**config.mk**
```make
export PLATFORM = sky130hd
export DESIGN_NAME = muldiv_unit
export DESIGN_NICKNAME = d
export VERILOG_FILES = /design/src/rtl/muldiv_unit.sv
export SDC_FILE = /design/constraint.sdc
export NUM_CORES = 1
export LEC_CHECK = 0
export CAP_MARGIN = 25
export CORE_UTILIZATION = 61
export CTS_CLUSTER_SIZE = 10
export DETAILED_ROUTE_END_ITERATION = 8
export PLACE_DENSITY = 0.8
export SLEW_MARGIN = 20
export SYNTH_ARGS = -nofsm -noshare
export SYNTH_HDL_FRONTEND = slang
export SYNTH_SLANG_ARGS = --single-unit
export TNS_END_PERCENT = 50
```
**constraint.sdc**
```tcl
create_clock -name clk -period 11.1 [get_ports clk]
set_clock_uncertainty 0.15 [all_clocks]
set_input_delay 2.22 -clock clk [delete_from_list [all_inputs] [get_ports clk]]
set_output_delay 2.22 -clock clk [all_outputs]
set_load 0.01 [all_outputs]
```
**src/rtl/muldiv_unit.sv**
```systemverilog
// Iterative RV32M-style multiply/divide unit with a start/busy/valid handshake.
// Shift-add multiply and restoring divide, one bit per cycle, plus one sign/select cycle.
module muldiv_unit #(
  parameter int DATA_WIDTH = 32,
  parameter int CNT_WIDTH  = $clog2(DATA_WIDTH) + 1
) (
  input  logic                  clk,
  input  logic                  rst,
  input  logic                  start,
  input  logic [2:0]            op,
  input  logic [DATA_WIDTH-1:0] op1,
  input  logic [DATA_WIDTH-1:0] op2,
  input  logic                  flush,
  output logic                  busy,
  output logic                  valid,
  output logic [DATA_WIDTH-1:0] result
);

  localparam int W = DATA_WIDTH;
  localparam logic [W-1:0]         MIN_NEG  = {1'b1, {(W-1){1'b0}}};
  localparam logic [CNT_WIDTH-1:0] CNT_LAST = CNT_WIDTH'(W);

  typedef enum logic [1:0] {IDLE, CALC, DONE} state_t;

  state_t               state, state_nxt;
  logic [2:0]           op_q;
  logic [W-1:0]         a_mag, b_mag;
  logic                 neg_res;
  logic [2*W-1:0]       prod;
  logic [W:0]           rem;
  logic [W-1:0]         quo;
  logic [CNT_WIDTH-1:0] cnt;

  logic                 accept, div_zero, div_ovf, fast;
  logic                 a_signed, b_signed, a_neg, b_neg;
  logic [W-1:0]         a_mag_in, b_mag_in, fast_res;
  logic [W:0]           mul_sum, div_shift, div_diff;
  logic [2*W-1:0]       prod_s;
  logic [W-1:0]         quo_s, rem_s, final_res;

  // Operand decode and fast-path detection at accept time
  always_comb begin
    accept   = start && !flush && (state != CALC);
    div_zero = op[2] && (op2 == '0);
    div_ovf  = op[2] && !op[0] && (op1 == MIN_NEG) && (op2 == '1);
    fast     = div_zero || div_ovf;
    a_signed = (op == 3'b001) || (op == 3'b010) || (op == 3'b100) || (op == 3'b110);
    b_signed = (op == 3'b001) || (op == 3'b100) || (op == 3'b110);
    a_neg    = a_signed && op1[W-1];
    b_neg    = b_signed && op2[W-1];
    a_mag_in = a_neg ? -op1 : op1;
    b_mag_in = b_neg ? -op2 : op2;
    if (op[1])
      fast_res = div_zero ? op1 : '0;
    else
      fast_res = div_zero ? '1 : op1;
  end

  // One iteration step for each algorithm, plus the final sign fix-up and select
  always_comb begin
    mul_sum   = {1'b0, prod[2*W-1:W]} + (prod[0] ? {1'b0, a_mag} : '0);
    div_shift = {rem[W-1:0], quo[W-1]};
    div_diff  = div_shift - {1'b0, b_mag};
    prod_s    = neg_res ? -prod : prod;
    quo_s     = neg_res ? -quo : quo;
    rem_s     = neg_res ? -rem[W-1:0] : rem[W-1:0];
    case (op_q)
      3'b000:                 final_res = prod_s[W-1:0];
      3'b001, 3'b010, 3'b011: final_res = prod_s[2*W-1:W];
      3'b100, 3'b101:         final_res = quo_s;
      default:                final_res = rem_s;
    endcase
  end

  always_ff @(posedge clk or posedge rst) begin
    if (rst) state <= IDLE;
    else     state <= state_nxt;
  end

  always_comb begin
    state_nxt = state;
    case (state)
      IDLE, DONE: begin
        if (accept) state_nxt = fast ? DONE : CALC;
        else        state_nxt = IDLE;
      end
      CALC:    if (cnt == CNT_LAST) state_nxt = DONE;
      default: state_nxt = IDLE;
    endcase
    if (flush) state_nxt = IDLE;
  end

  always_comb begin
    busy  = (state == CALC);
    valid = (state == DONE);
  end

  always_ff @(posedge clk or posedge rst) begin
    if (rst) begin
      op_q    <= '0;
      a_mag   <= '0;
      b_mag   <= '0;
      neg_res <= 1'b0;
      prod    <= '0;
      rem     <= '0;
      quo     <= '0;
      cnt     <= '0;
      result  <= '0;
    end else if (accept) begin
      op_q    <= op;
      a_mag   <= a_mag_in;
      b_mag   <= b_mag_in;
      neg_res <= (op[2] && op[1]) ? a_neg : (a_neg ^ b_neg);
      prod    <= {{W{1'b0}}, b_mag_in};
      rem     <= '0;
      quo     <= a_mag_in;
      cnt     <= '0;
      if (fast) result <= fast_res;
    end else if (state == CALC && !flush) begin
      if (cnt != CNT_LAST) begin
        cnt <= cnt + 1'b1;
        if (op_q[2]) begin
          // Restoring step: keep the difference only when it did not go negative
          if (!div_diff[W]) begin
            rem <= div_diff;
            quo <= {quo[W-2:0], 1'b1};
          end else begin
            rem <= div_shift;
            quo <= {quo[W-2:0], 1'b0};
          end
        end else begin
          prod <= {mul_sum, prod[W-1:1]};
        end
      end else begin
        result <= final_res;
      end
    end
  end

endmodule

```
# Word-level counts from Yosys, hierarchy flattened
# Index checks and enable logic that the tools add are counted.
# op_classes
eq_ne	20
add_sub_neg	8
muxes	37
n_reduce_logical	31
bitwise_logic	1
# ops
cell	n
2-to-1 mux 32 bit	21
2-to-1 mux 64 bit	5
negator 32 bit	4
case mux 32 bit (3 select lines)	1
== test 32 bit, second input constant	2
negator 64 bit	1
adder 32 x 32 -> 33 bit	1
subtractor 33 x 32 -> 33 bit	1
zero test 32 bit	1
2-to-1 mux 6 bit	3
== test 3 bit, second input constant	4
logical AND 1 bit	10
== test 3 x 2 -> 1 bit, second input constant	3
AND reduction 3 bit	3
2-to-1 mux 2 bit	4
adder 6 x 1 -> 6 bit, second input constant	1
== test 3 x 1 -> 1 bit, second input constant	2
== test 6 bit, second input constant	1
logical OR 1 bit	6
inequality test 2 x 1 -> 1 bit, second input constant	3
inequality test 6 bit, second input constant	1
nonzero test 2 bit	3
case mux 2 bit (2 select lines)	1
OR reduction 2 bit	2
other kinds (11)	13
# word_totals
reg_bits	236
output_inout_bits	34
input_bits	71

# Logic depth before layout (Yosys ltp)
# Gate-level depths: netlist (run 1).
# logic_depth
ltp_word	9
mapped_depth	14
depth_no_buf	13

# Worst setup path before layout (run 1)
# Ideal clock, no wire load.
# synth_timing
kind	input to register
from	input port op2[0]
to	register result[31]
stages	11
setup_time_ns	0.095
t_required_ns	10.855
arrival_ns	4.602
setup_slack_ns	6.252
n_path_buf	1
path_cell_list	inv_1 > ha_1 > or3b_2 > nor4_1 > nand2_1 > or4_1 > nor2_1 > buf_2 > maj3_1 > o22ai_1 > o31ai_1
# synth_between
elab_chain_len	6
elab_cells_between_ends	12
# synth_rtl
item	line	text
start: declaration	12	input logic [DATA_WIDTH-1:0] op2,
zero test 32 bit	44	div_zero = op[2] && (op2 == '0);
logical AND 1 bit	44	
2-to-1 mux 32 bit (on tied branches)	56, 54	
2-to-1 mux 32 bit	53	if (op[1])
2-to-1 mux 32 bit	118	if (fast) result <= fast_res;
2-to-1 mux 32 bit	109	end else if (accept) begin
end signal: assignment	118	
end signal: assignment	135	result <= final_res;
end: declaration	16	output logic [DATA_WIDTH-1:0] result
# Several ways; a longest one is shown, not always the timed one. The select of a mux whose other input is x is not followed.
# A chain may end at the register's enable or synchronous reset.

# Worst setup path after layout (run 1)
# layout_timing
from	input port op2[25]
to	register result[27]
# The elaborated chain is that of the path after synthesis.

==> results.yml, run 1 <==
status:
  status: "finished clean"
timing:
  post-route-min-period_ns: 5.82
  timing.final.ws_setup_ns: 5.28
  maxSlewViolCount: 0
  slew_headroom: 0.255
  tightest_slew_ns: 1.12
  hold_violations: 0
  fin_crit_sh: 0.524
  rsz0062_at_grt: "no"
  final.setup.tns_ns: 0
  fmax_mhz: 172
  setup_violations: 0
power:
  swShare: 0.425
  p_leak_nw: 8.77
  internal-power_mw: 2.27
  p_per_area_nw_per_um2: 192
  seqPwrFrac: 0.353
  p_clk_frac: 0.228
  pwr-share-comb: 0.419
  p_sw_mw: 1.68
  ir_drop_mv: 0.157
grt:
  grt_usage: 0.413
  grt_use_met3: 0.0706
  grt_pass1_vias: 16900
  grt_max_degree: 187
  use_met2: 0.631
  grt_busiest_layer: "met2"
  antenna_found_initial: 0
  grt_pass1_wl_um: 98200
  use_met1: 0.561
  grt_overflow_total: 0
setup_path:
  end_kind: "register"
  worst-setup-path-type: "in -> reg"
  path_max_fanout: 27
  startpoint_type: "input pin"
  crit_required_ns: 11.40
  cp.arrival_ns: 6.12
  rr_worst_depth: 13
clock_network:
  cts_tree: "yes"
  clock-sinks: 236
  clkTransAtPathRegs_ns: 0.06
  numCtsBuffers: 29
  cts_setup_buffers: 0
  clkLatencyLatePin_ns: 0.57
  clk_path_buf_depth: 3
  cts_resized: 0
  htreeDepth: 1
  postCtsHoldBufs: 0
  root_buffer: "clkbuf_16"
cells_and_area:
  design_area_um2: 20600
  final_nets: 2384
  drive_above_1_share: 0.0492
  antenna_cells: 0
  synthToLayoutAreaGrowth_pct: 11.7
routing:
  ant_nets: 0
  wl_per_cell_um: 24.0
  drt-vias-per-instance: 6.84
  first_pass_iters: 6
  drt-total-wl_um: 63600
  drt_iter0_markers: 2069
  vias: 18100
  drc: 0
synth:
  synth_nets: 2353
  yosysUniqueCellTypes: 83
  synth-edff-count: 0
  avgSynthCellArea_um2: 8.34
  syn_inst: 2208
  ys_seq_area_frac: 0.321
  yosysMostFrequentCell: "dfrtp_1"
  yosys_most_used_dff: "dfrtp_1"
  yosys-top-cells-area: "dfrtp_1 32%, xnor2_1 5.9%, ha_1 4.9%"
  yosys_warnings: 0
  ys_ff_latch: 236
  synth_area_um2: 18400
  yosysTopAreaCell: "dfrtp_1"
  synth_common_cells: "236 x dfrtp_1, 200 x nand2_1, 165 x o21ai_0, 161 x a21oi_1, 149 x nor2_1"
  synth_top_area_frac: 0.321
  async_reset_ff_frac: 1.00
hold_path:
  worstHoldPathCells: 1
  min_path_type: "reg -> reg"
placed_design:
  dpl_cell_area_um2: 19700
  place_ws_ns: 4.81
  io_buffers: 104
  dp_hpwl_um: 46500
  globalplace.congestion: 0.990
flow_run:
  max_cap_viol_count: 0
floorplanning:
  coreArea_um2: 29600
  rows: 63
  die_w_um: 176
  num_io_pins: 105
  dieArea_um2: 30900
  die_h_um: 176
  start_util: 0.621
final timing paths:
| kind | from | to | slack [ns] |
|---|---|---|---|
| max | op2[25] | result[27] | 5.28 |
| min | a_mag[6] | a_mag[6] | 0.32 |
| max reg2reg | quo[31] | rem[31] | 6.46 |
| min reg2reg | a_mag[6] | a_mag[6] | 0.32 |
| max in group asynchronous | rst | prod[53] | 6.90 |
| min in group asynchronous | rst | rem[11] | 1.99 |
logic make-up (layout without fill, tap and decap cells):
group                      count (synthesis)  after routing  share of synthesized area
AOI/OAI and AO/OA                        702            702                      0.256
DFF                                      236            236                      0.321
muxes                                     37             37                     0.0211
and+or+nand+nor                          704            704                      0.190
xor gates and xnor gates                 217            217                      0.103
buffers and inverters                    212            258                     0.0442
adders and majority gates                100            100                     0.0652
flip-flops by register name, indices dropped and copies added, names as in the netlist:
register and count:
rem 32, state 2, quo 32, prod 64, result 32, op_q 3
neg_res 1, b_mag 32, cnt 6, a_mag 32
per-stage QoR:
stage	utilization	cells	hold slack [ns]	total power, mW
after detailed placement	0.664	2597	0.310	3.00
after floorplan	-	2208	0.289	2.48
after global placement	0.664	2597	0.301	2.96
after global routing	0.694	2644	0.335	4.15
after CTS	0.693	2643	0.323	3.90
final	0.694	2644	0.317	3.95
cells in the final DEF, fill, tap and decap left out, drive strengths merged, types with 35 or more instances in the layout:
master	instances
dfrtp	236
nand2	200
o21ai	182
a21oi	161
nor2	149
xnor2	124
clkdlybuf4s50	104
xor2	93
inv	79
ha	72
nor3	68
a21o	61
nand3	58
o31ai	45
and2	43
clkbuf	43
a221o	35
routing by layer:
| metal | share of wire | up-vias |
|---|---|---|
| met2 | 0.44 | 916 |
| met3 | 0.090 | 194 |
| met4 | 0.058 | 0 |
| li1 | - | 8150 |
| met5 | 0 | - |
| met1 | 0.41 | 8815 |
power groups by stage:
stage	registers (mW)	logic (mW)	clock network (mW)
floorplan	1.24	1.24	0
global placement	1.38	1.58	0
detailed placement	1.39	1.61	0
CTS	1.38	1.62	0.901
global route	1.41	1.81	0.933
finish	1.39	1.65	0.899
critical path, cell delays in order:
cell	delay, ns
clkdlybuf4s50_1	0.52
or4_1	0.64
or4_1	0.55
nand4b_1	0.52
o21ai_1	0.30
and2_1	0.18
or2_1	0.77
and3_1	0.28
a21oi_1	0.04
o21ai_0	0.09
layout make-up:
cell class	instances	area, um2
well taps	390	488
flip-flops and latches	236	5910
inverters	78	300
clock inverters	3	43.8
fillers	2419	9060
multi-input cells	1760	11700
repair buffers	134	1300
clock buffers	43	818
No activity file was read; power rests on OpenSTA's default activity.
==> run 2: changes to the inputs <==
Clock period 11.1 ns to 5.5 ns, I/O delays scaled along.
==> run 2 against run 1 <==
Hold slack worse by 0.0021 ns. Total power rose by 100%. Sequential power grew 100%. Final cell count increased by 0.26%. Critical path depth grew 3. Worst setup slack worse by 4.2 ns.
==> results.yml, run 2 (synthesis results as in run 1) <==
status:
  status: "finished clean"
grt:
  grt_pass1_vias: 16700
  antenna_found_initial: 0
  grt_overflow_total: 0
  grt_pass1_wl_um: 97100
  grt_usage: 0.405
  grt_max_degree: 123
setup_path:
  crit_chain: "inv_1 > ha_1 > fa_1 > nand2b_1 > a21oi_1 > o21ai_1 > a31oi_1 > a211oi_1 > nor3_1 > a211o_1 > buf_12 > mux2_2 > o21ai_0"
  crit_required_ns: 5.83
  cpMaxStageDelayCell: "a31oi_1"
  slowest_delay_ns: 0.52
  startpoint_type: "register"
  path_max_fanout: 26
  cpLargestDelayFamily: "compound AO/OA/AOI/OAI gates"
  worst-path-buf-inv: 2
  end_kind: "register"
  cp.arrival_ns: 4.71
  worst-setup-path-type: "reg -> reg"
clock_network:
  cts_setup_buffers: 0
  clk_path_buf_depth: 3
  postCtsHoldBufs: 0
  clock-sinks: 236
  cts_tree: "yes"
  cts_resized: 0
  numCtsBuffers: 29
  clkTransAtPathRegs_ns: 0.07
  root_buffer: "clkbuf_16"
  clkLatencyLatePin_ns: 0.56
  htreeDepth: 1
timing:
  slew_headroom: 0.277
  hold_violations: 0
  tightest_slew_ns: 1.08
  rsz0062_at_grt: "no"
  setup_violations: 0
  fin_crit_sh: 0.796
  timing.final.ws_setup_ns: 1.12
  maxSlewViolCount: 0
  final.setup.tns_ns: 0
  post-route-min-period_ns: 4.38
  fmax_mhz: 228
cells_and_area:
  multi_input_area_um2: 11700
  design_area_um2: 20700
  largest_reg_flops: 64
  top_register: "prod"
  final_nets: 2397
  stdcell_count: 2651
  layout_common_cells: "235 x dfrtp_1, 199 x nand2_1, 165 x o21ai_0"
  fillerInstances: 2375
  synthToLayoutAreaGrowth_pct: 12.2
  layout_commonest_cell: "dfrtp_1"
  drive_above_1_share: 0.0553
  antenna_cells: 0
  regArea_um2: 5910
routing:
  drt_iter0_markers: 2361
  wl_per_cell_um: 23.8
  ant_nets: 0
  first_pass_iters: 6
  drt-total-wl_um: 63000
  vias: 18100
  drc: 0
  drt-vias-per-instance: 6.84
placed_design:
  place_ws_ns: 0.949
  dp_cells: 2611
  globalplace.congestion: 1.00
  dp_hpwl_um: 46400
  dpl_cell_area_um2: 19800
  io_buffers: 104
floorplanning:
  rows: 63
  num_io_pins: 105
  start_util: 0.621
  die_h_um: 176
  coreArea_um2: 29600
  die_w_um: 176
  dieArea_um2: 30900
power:
  internal-power_mw: 4.58
  p_sw_mw: 3.39
  swShare: 0.425
  p_clk_frac: 0.227
  p_per_area_nw_per_um2: 385
  p_leak_nw: 8.83
  pwr-share-comb: 0.421
  ir_drop_mv: 0.322
  seqPwrFrac: 0.352
  finalPower_mw: 7.97
hold_path:
  min_path_type: "reg -> reg"
flow_run:
  max_cap_viol_count: 0
[run 2: changes by cell type in the layout (fill, tap and decap cells not counted)]
cell / before / now
clkbuf_1: 10 / 3
inv_8: 1 / 0
clkbuf_8: 4 / 5
inv_6: 1 / 0
buf_12: 1 / 4
buf_4: 28 / 38
buf_16: 1 / 0
buf_2: 0 / 1
clkinvlp_4: 0 / 2
[run 2: metal layers]
metal / part of all wire / vias up / track usage
met3: 0.092 / 174 / 0.0595
li1: - / 8161 / -
met1: 0.41 / 8751 / 0.558
met2: 0.45 / 1050 / 0.629
met4: 0.051 / 0 / 0.187
met5: 0 / - / 0
[run 2: power groups by stage]
stage | Clock [mW] | Combinational, mW | Sequential, mW
2_1_floorplan | 0 | 2.51 | 2.50
3_3_place_gp | 0 | 3.18 | 2.78
3_5_place_dp | 0 | 3.24 | 2.79
4_1_cts | 1.81 | 3.27 | 2.77
5_1_grt | 1.88 | 3.63 | 2.84
6_report | 1.81 | 3.35 | 2.80
[run 2: final cells by class]
class | count | share of cell area
well taps | 390 | 0.0236
flip-flops and latches | 236 | 0.286
clock buffers | 37 | 0.0390
multi-input cells | 1760 | 0.567
clock inverters | 3 | 0.00206
inverters | 78 | 0.0143
repair buffers | 147 | 0.0683
[run 2: final timing paths]
kind / startpoint / endpoint / slack, ns / cells after the start
worst max-delay path: quo[31] / rem[1] / 1.12 / 13
worst min-delay path: a_mag[18] / a_mag[18] / 0.32 / 1
worst max register to register: quo[31] / rem[1] / 1.12 / 13
worst min register to register: a_mag[18] / a_mag[18] / 0.32 / 1
max in group asynchronous: rst / prod[45] / 3.64 / 3
min in group asynchronous: rst / b_mag[29] / 0.66 / 2
[run 2: stage by stage]
step	hold WS (ns)	util
after floorplan	0.289	-
after global placement	0.303	0.669
after detailed placement	0.308	0.669
after CTS	0.321	0.697
after global routing	0.329	0.697
final	0.315	0.697
==> run 3: changes to the inputs <==
Settings changed: CORE_UTILIZATION 61 to 56, PLACE_DENSITY 0.8 to 0.78.
Clock period 5.5 ns to 3.5 ns, I/O delays scaled along.
==> run 3 against run 2 <==
Fmax is 26% higher. Total power up 70%. Flip-flop and latch count did not move. Largest power group unchanged. Critical path type unchanged. Largest cell class unchanged.
==> results.yml, run 3 (synthesis results as in run 1) <==
setup_path:
  startpoint_type: "register"
  crit_end: "result[30]"
  crit_start: "prod[35]"
  crit_required_ns: 3.78
  worst-setup-path-type: "reg -> reg"
  rr_worst_depth: 9
  reg2reg_setup_slack_ns: 0.03
  reg2reg_from: "prod[35]"
  path_max_fanout: 4
  cp.arrival_ns: 3.75
  end_kind: "register"
  worstReg2RegEnd: "result[30]"
grt:
  grt_overflow_total: 0
  grt_pass1_wl_um: 105000
  grt_pass1_vias: 18100
  antenna_found_initial: 0
  grt_usage: 0.404
  grt_max_degree: 109
routing:
  drc: 0
  first_pass_iters: 8
  drt_iter0_markers: 2402
  wl_per_cell_um: 23.1
  vias: 19200
  drt-total-wl_um: 68200
  ant_nets: 0
  drt-vias-per-instance: 6.50
hold_path:
  worstHoldPathCells: 2
  min_path_type: "reg -> reg"
clock_network:
  clkLatencyLatePin_ns: 0.59
  clk_path_buf_depth: 3
  root_buffer: "clkbuf_16"
  htreeDepth: 1
  clkTransAtPathRegs_ns: 0.06
  clock-sinks: 236
  numCtsBuffers: 30
  cts_tree: "yes"
floorplanning:
  coreArea_um2: 32500
  dieArea_um2: 33600
  num_io_pins: 105
  rows: 66
  start_util: 0.568
  die_w_um: 183
  die_h_um: 183
timing:
  timing.final.ws_setup_ns: 0.0295
  slew_headroom: 0.402
  post-route-min-period_ns: 3.47
  fin_crit_sh: 0.992
  fmax_mhz: 288
  tightest_slew_ns: 0.895
  maxSlewViolCount: 0
  setup_violations: 0
  hold_violations: 0
cells_and_area:
  final_nets: 2639
  layout_commonest_cell: "buf_4"
  synthToLayoutAreaGrowth_pct: 24.7
  largest_reg_flops: 64
  antenna_cells: 0
  top_register: "prod"
  layout_common_cells: "263 x buf_4, 234 x dfrtp_1, 199 x nand2_1"
  drive_above_1_share: 0.157
power:
  p_per_area_nw_per_um2: 590
  ir_drop_mv: 0.428
  p_leak_nw: 10.2
  finalPower_mw: 13.6
placed_design:
  place_ws_ns: -0.291
  dp_hpwl_um: 51800
  io_buffers: 104
  globalplace.congestion: 1.01
flow_run:
  max_cap_viol_count: 0
status:
  status: "finished clean"
## run 3: changes by cell type in the layout (fill, tap and decap cells not counted), sizes merged
cell and delta:
buf +240, bufinv +1, clkinv +2, clkbuf +5
## run 3: layer usage
| layer | track usage | wire, um |
|---|---|---|
| met1 | 0.551 | 28000 |
| met4 | 0.170 | 3290 |
| met3 | 0.0596 | 5930 |
| met2 | 0.640 | 31000 |
| met5 | 0 | 0 |
## run 3: where the power goes
group	switching [mW]	internal, mW	leakage [nW]
sequential	0.772	3.35	3.00
combinational	3.62	2.78	6.71
clock	1.25	1.78	0.450
## run 3: cell type report
cell class,count,area [um2]
Fill cell,2593,9480
Timing Repair Buffer,388,3410
Clock buffer,41,832
Sequential cell,236,5910
Clock inverter,6,93.8
Inverter,78,297
Tap cell,442,553
Multi-Input combinational cell,1760,11900
## run 3: how the worst min path moves through the flow
stage	slack, ns	endpoint	startpoint
final	0.32	a_mag[31]	a_mag[31]
after global routing	0.33	a_mag[26]	a_mag[26]
after CTS	0.32	a_mag[29]	a_mag[29]
after detailed placement	0.31	a_mag[31]	a_mag[31]
after global placement	0.30	a_mag[18]	a_mag[18]
after floorplan	0.29	a_mag[31]	a_mag[31]
## run 3: per-stage QoR
| stage | instances | hold WS (ns) | area (um2) | setup TNS, ns | utilization |
|---|---|---|---|---|---|
| final | 2951 | 0.317 | 23000 | 0 | 0.708 |
| after global routing | 2951 | 0.335 | 23000 | -0.0239 | 0.708 |
| after CTS | 2941 | 0.322 | 22800 | 0 | 0.703 |
| after detailed placement | 2894 | 0.308 | 21800 | -13.29 | 0.672 |
| after global placement | 2894 | 0.304 | 21800 | -8.42 | 0.672 |
| after floorplan | 2208 | 0.289 | 18400 | -104.28 | - |
## run 3: repair_timing
action | in CTS | in global routing
resized for setup | 16 | 20
hold buffers | 0 | 0
setup endpoints to repair | 39 | 49
setup buffers | 1 | 9
pin swaps | 11 | 7
## run 3: critical path, stage by stage (launching register included)
cell and delay (ns):
dfrtp_1 0.43, or4_1 0.54, nor3_1 0.38, nand2_1 0.13
or4_1 0.63, o41ai_2 0.35, xor2_1 0.19, o2111ai_1 0.11
o211ai_1 0.28, a21oi_1 0.12
